$ cat config.mk
export PLATFORM = sky130hd
export DESIGN_NAME = inst_loader_flat
export DESIGN_NICKNAME = d
export VERILOG_FILES = /design/src/rtl/inst_loader_if.sv /design/src/rtl/inst_loader.sv /design/src/flat_wrapper.sv
export SDC_FILE = /design/constraint.sdc
export NUM_CORES = 1
export LEC_CHECK = 0
export CAP_MARGIN = 20
export CORE_MARGIN = 2
export CORE_UTILIZATION = 45
export DETAILED_ROUTE_END_ITERATION = 7
export GPL_ROUTABILITY_DRIVEN = 0
export PLACE_DENSITY = 0.67
export REMOVE_ABC_BUFFERS = 1
export SLEW_MARGIN = 20
export SYNTH_ARGS = -nofsm -noshare
export SYNTH_HDL_FRONTEND = slang
export SYNTH_SLANG_ARGS = --single-unit
$ cat constraint.sdc
create_clock -name clk -period 3.21 [get_ports clk]
set_clock_uncertainty 0.2 [all_clocks]
set_input_delay 0.642 -clock clk [delete_from_list [all_inputs] [get_ports clk]]
set_output_delay 0.642 -clock clk [all_outputs]
set_load 0.01 [all_outputs]
$ cat src/rtl/inst_loader_if.sv
// Byte-stream, boot-control and inst_mem write bundle for inst_loader.
// The slave modport is the loader side; master is the feeding/observing side.
interface inst_loader_if #(
    parameter int ADDR_W = 10,
    parameter int DATA_W = 32
);
    logic              start;
    logic              s_valid;
    logic              s_ready;
    logic [7:0]        s_data;
    logic              mem_we;
    logic [ADDR_W-1:0] mem_addr;
    logic [DATA_W-1:0] mem_wdata;
    logic              core_rst_n;
    logic              done;
    logic              err;

    modport slave (
        input  start, s_valid, s_data,
        output s_ready, mem_we, mem_addr, mem_wdata, core_rst_n, done, err
    );

    modport master (
        output start, s_valid, s_data,
        input  s_ready, mem_we, mem_addr, mem_wdata, core_rst_n, done, err
    );
endinterface

$ cat src/rtl/inst_loader.sv
// inst_loader: boot loader in front of the rvseed inst_mem.
// Takes a framed byte stream (LEN_LO, LEN_HI, N little-endian data words),
// writes the words to inst_mem and releases core reset once the image is in.
// Optional trailing XOR checksum byte: define INST_LOADER_CSUM_EN.
module inst_loader #(
    parameter int ADDR_W = 10,
    parameter int DATA_W = 32
) (
    input  logic         clk,
    input  logic         rst,
    inst_loader_if.slave bus
);
    localparam int BYTES = DATA_W / 8;
    localparam int BC_W  = (BYTES > 1) ? $clog2(BYTES) : 1;
    localparam int WC_W  = ADDR_W + 1;

    typedef enum logic [2:0] {
        ST_LEN0 = 3'd0,
        ST_LEN1 = 3'd1,
        ST_DATA = 3'd2,
`ifdef INST_LOADER_CSUM_EN
        ST_CSUM = 3'd3,
`endif
        ST_DONE = 3'd4,
        ST_ERR  = 3'd5
    } state_t;

    state_t            state;
    logic [7:0]        len_lo;
    logic [15:0]       len;
    logic [BC_W-1:0]   byte_cnt;
    logic [WC_W-1:0]   word_cnt;
    logic [DATA_W-1:0] asm_word;
`ifdef INST_LOADER_CSUM_EN
    logic [7:0]        csum;
`endif

    logic              take;
    logic [15:0]       n_full;
    logic [DATA_W-1:0] word_full;
    logic              last_byte;
    logic              last_word;

    // Handshake decode, incoming length and the word as it looks with the current byte merged in
    always_comb begin
        take      = bus.s_valid & bus.s_ready;
        n_full    = {bus.s_data, len_lo};
        last_byte = (byte_cnt == BC_W'(BYTES - 1));
        last_word = ((32'(word_cnt) + 32'd1) == 32'(len));
        word_full = asm_word;
        for (int k = 0; k < BYTES; k++) begin
            if (byte_cnt == BC_W'(k)) begin
                word_full[8*k +: 8] = bus.s_data;
            end else begin
                word_full[8*k +: 8] = asm_word[8*k +: 8];
            end
        end
    end

    // Loader FSM with all outputs registered alongside the state
    always_ff @(posedge clk) begin
        if (rst) begin
            state          <= ST_LEN0;
            len_lo         <= 8'h00;
            len            <= 16'h0000;
            byte_cnt       <= '0;
            word_cnt       <= '0;
            asm_word       <= '0;
`ifdef INST_LOADER_CSUM_EN
            csum           <= 8'h00;
`endif
            bus.s_ready    <= 1'b1;
            bus.mem_we     <= 1'b0;
            bus.mem_addr   <= '0;
            bus.mem_wdata  <= '0;
            bus.core_rst_n <= 1'b0;
            bus.done       <= 1'b0;
            bus.err        <= 1'b0;
        end else begin
            bus.mem_we <= 1'b0;
            case (state)
                ST_LEN0: begin
                    if (take) begin
                        len_lo <= bus.s_data;
                        state  <= ST_LEN1;
                    end
                end
                ST_LEN1: begin
                    if (take) begin
                        len <= n_full;
                        // An image larger than inst_mem can never be placed: refuse it up front
                        if (32'(n_full) > (32'd1 << ADDR_W)) begin
                            state       <= ST_ERR;
                            bus.s_ready <= 1'b0;
                            bus.err     <= 1'b1;
                        end else if (n_full == 16'h0000) begin
`ifdef INST_LOADER_CSUM_EN
                            state          <= ST_CSUM;
`else
                            state          <= ST_DONE;
                            bus.s_ready    <= 1'b0;
                            bus.done       <= 1'b1;
                            bus.core_rst_n <= 1'b1;
`endif
                        end else begin
                            state <= ST_DATA;
                        end
                    end
                end
                ST_DATA: begin
                    if (take) begin
                        asm_word <= word_full;
`ifdef INST_LOADER_CSUM_EN
                        csum     <= csum ^ bus.s_data;
`endif
                        if (last_byte) begin
                            byte_cnt      <= '0;
                            word_cnt      <= word_cnt + WC_W'(1);
                            bus.mem_we    <= 1'b1;
                            bus.mem_addr  <= word_cnt[ADDR_W-1:0];
                            bus.mem_wdata <= word_full;
                            if (last_word) begin
`ifdef INST_LOADER_CSUM_EN
                                state          <= ST_CSUM;
`else
                                state          <= ST_DONE;
                                bus.s_ready    <= 1'b0;
                                bus.done       <= 1'b1;
                                bus.core_rst_n <= 1'b1;
`endif
                            end
                        end else begin
                            byte_cnt <= byte_cnt + BC_W'(1);
                        end
                    end
                end
`ifdef INST_LOADER_CSUM_EN
                ST_CSUM: begin
                    if (take) begin
                        bus.s_ready <= 1'b0;
                        if (bus.s_data == csum) begin
                            state          <= ST_DONE;
                            bus.done       <= 1'b1;
                            bus.core_rst_n <= 1'b1;
                        end else begin
                            state   <= ST_ERR;
                            bus.err <= 1'b1;
                        end
                    end
                end
`endif
                ST_DONE, ST_ERR: begin
                    // Re-arm for a new image; inst_mem contents and mem_addr/mem_wdata are left alone
                    if (bus.start) begin
                        state          <= ST_LEN0;
                        byte_cnt       <= '0;
                        word_cnt       <= '0;
                        asm_word       <= '0;
`ifdef INST_LOADER_CSUM_EN
                        csum           <= 8'h00;
`endif
                        bus.s_ready    <= 1'b1;
                        bus.core_rst_n <= 1'b0;
                        bus.done       <= 1'b0;
                        bus.err        <= 1'b0;
                    end
                end
                default: begin
                    state          <= ST_ERR;
                    bus.s_ready    <= 1'b0;
                    bus.core_rst_n <= 1'b0;
                    bus.done       <= 1'b0;
                    bus.err        <= 1'b1;
                end
            endcase
        end
    end
endmodule
$ cat src/flat_wrapper.sv
// flat-port wrapper written by rule: the top's interface ports become plain ports
module inst_loader_flat 
#(
    parameter int ADDR_W = 10,
    parameter int DATA_W = 32
)
  (clk, rst, bus_start, bus_s_valid, bus_s_data, bus_s_ready, bus_mem_we, bus_mem_addr, bus_mem_wdata, bus_core_rst_n, bus_done, bus_err);
  inst_loader_if #(.ADDR_W(ADDR_W), .DATA_W(DATA_W)) bus_i ();
  input  logic clk;
  input  logic rst;
  input wire logic [$bits(bus_i.start)-1:0] bus_start;
  input wire logic [$bits(bus_i.s_valid)-1:0] bus_s_valid;
  input wire logic [$bits(bus_i.s_data)-1:0] bus_s_data;
  output wire logic [$bits(bus_i.s_ready)-1:0] bus_s_ready;
  output wire logic [$bits(bus_i.mem_we)-1:0] bus_mem_we;
  output wire logic [$bits(bus_i.mem_addr)-1:0] bus_mem_addr;
  output wire logic [$bits(bus_i.mem_wdata)-1:0] bus_mem_wdata;
  output wire logic [$bits(bus_i.core_rst_n)-1:0] bus_core_rst_n;
  output wire logic [$bits(bus_i.done)-1:0] bus_done;
  output wire logic [$bits(bus_i.err)-1:0] bus_err;
  assign bus_i.start = bus_start;
  assign bus_i.s_valid = bus_s_valid;
  assign bus_i.s_data = bus_s_data;
  assign bus_s_ready = bus_i.s_ready;
  assign bus_mem_we = bus_i.mem_we;
  assign bus_mem_addr = bus_i.mem_addr;
  assign bus_mem_wdata = bus_i.mem_wdata;
  assign bus_core_rst_n = bus_i.core_rst_n;
  assign bus_done = bus_i.done;
  assign bus_err = bus_i.err;
  inst_loader #(.ADDR_W(ADDR_W), .DATA_W(DATA_W)) u_core (.clk(clk), .rst(rst), .bus(bus_i));
endmodule
==> results_dict.tcl <==
set metrics [dict create \
    status "finished, final reports clean" \
    htreeDepth 3 \
    nets 638 \
    power_density_mw_per_mm2 426.9 \
    firstDrtPassIters 5 \
    grt_max_degree 75 \
    setup_viol 0 \
    max_slew.worst_pin.slew_ns 0.7574 \
    peakVddDrop_uv 220.1 \
    synth_area_per_cell_sq_um 8.241 \
    slew_violations 0 \
    max_slew_margin 0.4950 \
    core_area_sq_mm 0.01070 \
    die_x_microns 108.1 \
    initial_utilization 0.4560 \
    synth_cells 592 \
    die_y_microns 108.1 \
    synthArstFlopShare 0 \
    path_clk_slew_ns 0.09 \
    ys.flop_type "dfxtp_1" \
    dp_slack_ns 0.3678 \
    stdcell_count 764 \
    dpl.hpwl_microns 7799 \
    ys_top_cells_by_count "dfxtp_1, nand2_1, nor2_1" \
    synthMostInstantiatedCell "dfxtp_1" \
    worstSetupPathType "flop to flop" \
    drive_above_1_share 0.05128 \
    synthMuxAreaShare 0.06361 \
    cts-root-buf "clkbuf_8" \
    rsz0062_at_grt "false" \
    wl_microns 11500 \
    synth_area_leader_cell "dfxtp_1" \
    min_period_ns 2.877 \
    cts_buffer_depth 2 \
    ios 59 \
    synth.distinct_cells 49 \
    post_cts_buffers 0 \
    worstPathMaxFanout 8 \
    worstPathArrival_ns 2.95 \
    finalHoldViolations 0 \
    fin_crit_sh 0.8962 \
    max_freq_ghz 0.3476 \
    clk_latency_ns 0.37 \
    n_antenna_cell 0 \
    synth-edff-count 0 \
    cap_violations 0 \
    required_ns 3.28 \
    cts_hold_buffers 0 \
    track_usage 0.2076 \
    avgRoutedWirePerCell_microns 15.05 \
    antenna_found_initial 0 \
    ys_seq_elements 110 \
    synth.top_cell.area_share 0.4514 \
    die-area_sq_mm 0.01169 \
    viasPerCell 5.435 \
    grt.overflow.total 0 \
    yosysSeqAreaShare 0.4514 \
    cp-start-kind "flop" \
    drc 0 \
    synth_simple_gate_area_frac 0.2113 \
    ys_top_cells_by_area "dfxtp_1, nand2_1, mux2i_1" \
    ctsResizeCount 0 \
    synth_top_family_by_area "simple AND/OR/NAND/NOR gates" \
    syn2layout_area_growth_pct 16.21 \
    fin_ws_ns 0.3331 \
    synth_xor_area_frac 0.02667 \
    cts_inserted_buffers 9 \
    synth_compound_area_frac 0.1798 \
    synthAdderAreaFrac 0.01282 \
    tritoncts "done" \
    cp-end-kind "flop" \
    dp_cells 750 \
    hp-class "flop to flop" \
    rows 38 \
    grt_pass1_wl_microns 19020 \
    num_vias 4152 \
    drt-initial-drc-count 348 \
    yosysWarnings 0 \
    grt_pass1_vias 3819 \
    ant_nets 0 \
    port_buffers 58 \
    syn_area_sq_mm 0.004878 \
    p_leak_nw 1.936 \
    clkSinkCount 110 \
]
cells in the final DEF, fill, tap and decap left out, types with 11 or more instances in the layout:
master / netlist / routed
dfxtp_1: 110 / 110
nand2_1: 88 / 88
nor2_1: 79 / 79
clkdlybuf4s50_1: 0 / 57
a21oi_1: 54 / 54
mux2i_1: 31 / 31
a211oi_1: 26 / 26
a22oi_1: 26 / 26
buf_4: 1 / 15
nor3_1: 14 / 14
o21ai_0: 11 / 11
sequential cells by signal, summed over array words and instances, names as in the netlist, 2 cells and up:
signal / flops
u_core.len_lo: 8
u_core.state: 3
u_core.byte_cnt: 2
u_core.word_cnt: 11
u_core.len: 16
u_core.bus.mem_addr: 10
u_core.bus.mem_wdata: 32
u_core.asm_word: 24
where the power goes:
group | internal [mW] | total (mW) | switching (mW)
clock network | 0.297 | 0.726 | 0.429
registers | 1.39 | 1.42 | 0.0303
logic | 0.106 | 0.270 | 0.164
total | 1.80 | 2.42 | 0.622
logic make-up (layout without fill, tap and decap cells):
| family | after synthesis | in the layout |
|---|---|---|
| mux | 31 | 31 |
| xor+xnor | 14 | 14 |
| flops | 110 | 110 |
| simple gates | 230 | 230 |
| compound gates | 139 | 139 |
| fa+ha+maj | 5 | 5 |
| buf+inv | 63 | 95 |
worst paths after layout:
| path | from | end | slack, ns | depth (start not counted) |
|---|---|---|---|---|
| max | u_core.word_cnt[0] | u_core.bus.s_ready | 0.33 | 7 |
| min | u_core.bus.mem_addr[4] | u_core.bus.mem_addr[4] | 0.26 | 2 |
| max reg2reg | u_core.word_cnt[0] | u_core.bus.s_ready | 0.33 | 7 |
| min reg2reg | u_core.bus.mem_addr[4] | u_core.bus.mem_addr[4] | 0.26 | 2 |
per-layer routing:
| metal | global-route usage | vias up | part of all wire |
|---|---|---|---|
| met4 | 0.07784 | 0 | 0.012 |
| met3 | 0.03858 | 10 | 0.051 |
| met2 | 0.3383 | 101 | 0.48 |
| met1 | 0.2741 | 1937 | 0.46 |
| li1 | - | 2104 | - |
| met5 | 0 | - | 0 |
metrics by stage:
stage	setup TNS, ns	power, mW	util	hold slack (ns)	area, sq um
global route	0	2.531	0.5299	0.2822	5669
detailed placement	0	1.724	0.5153	0.2456	5513
global placement	0	1.718	0.5153	0.2413	5513
CTS	0	2.442	0.5299	0.2591	5669
floorplan	-43.54	1.598	-	0.2300	4647
finish	0	2.420	0.5299	0.2556	5669
cell type report:
| class | count | area, sq um |
|---|---|---|
| clock buffers | 13 | 148.9 |
| clock inverters | 1 | 7.507 |
| fillers | 1028 | 5029 |
| inverters | 9 | 33.78 |
| multi-input cells | 419 | 2419 |
| flip-flops and latches | 110 | 2202 |
| well taps | 140 | 175.2 |
| repair buffers | 72 | 683.2 |
worst max-delay path, stage by stage, from the launching register on:
cell,delay (ns)
dfxtp_1,0.48
ha_1,0.40
nand4_4,0.17
or4_4,0.55
xnor2_2,0.19
nand4_1,0.14
or4_4,0.51
o211a_1,0.14
No activity file was read; power rests on OpenSTA's default activity.
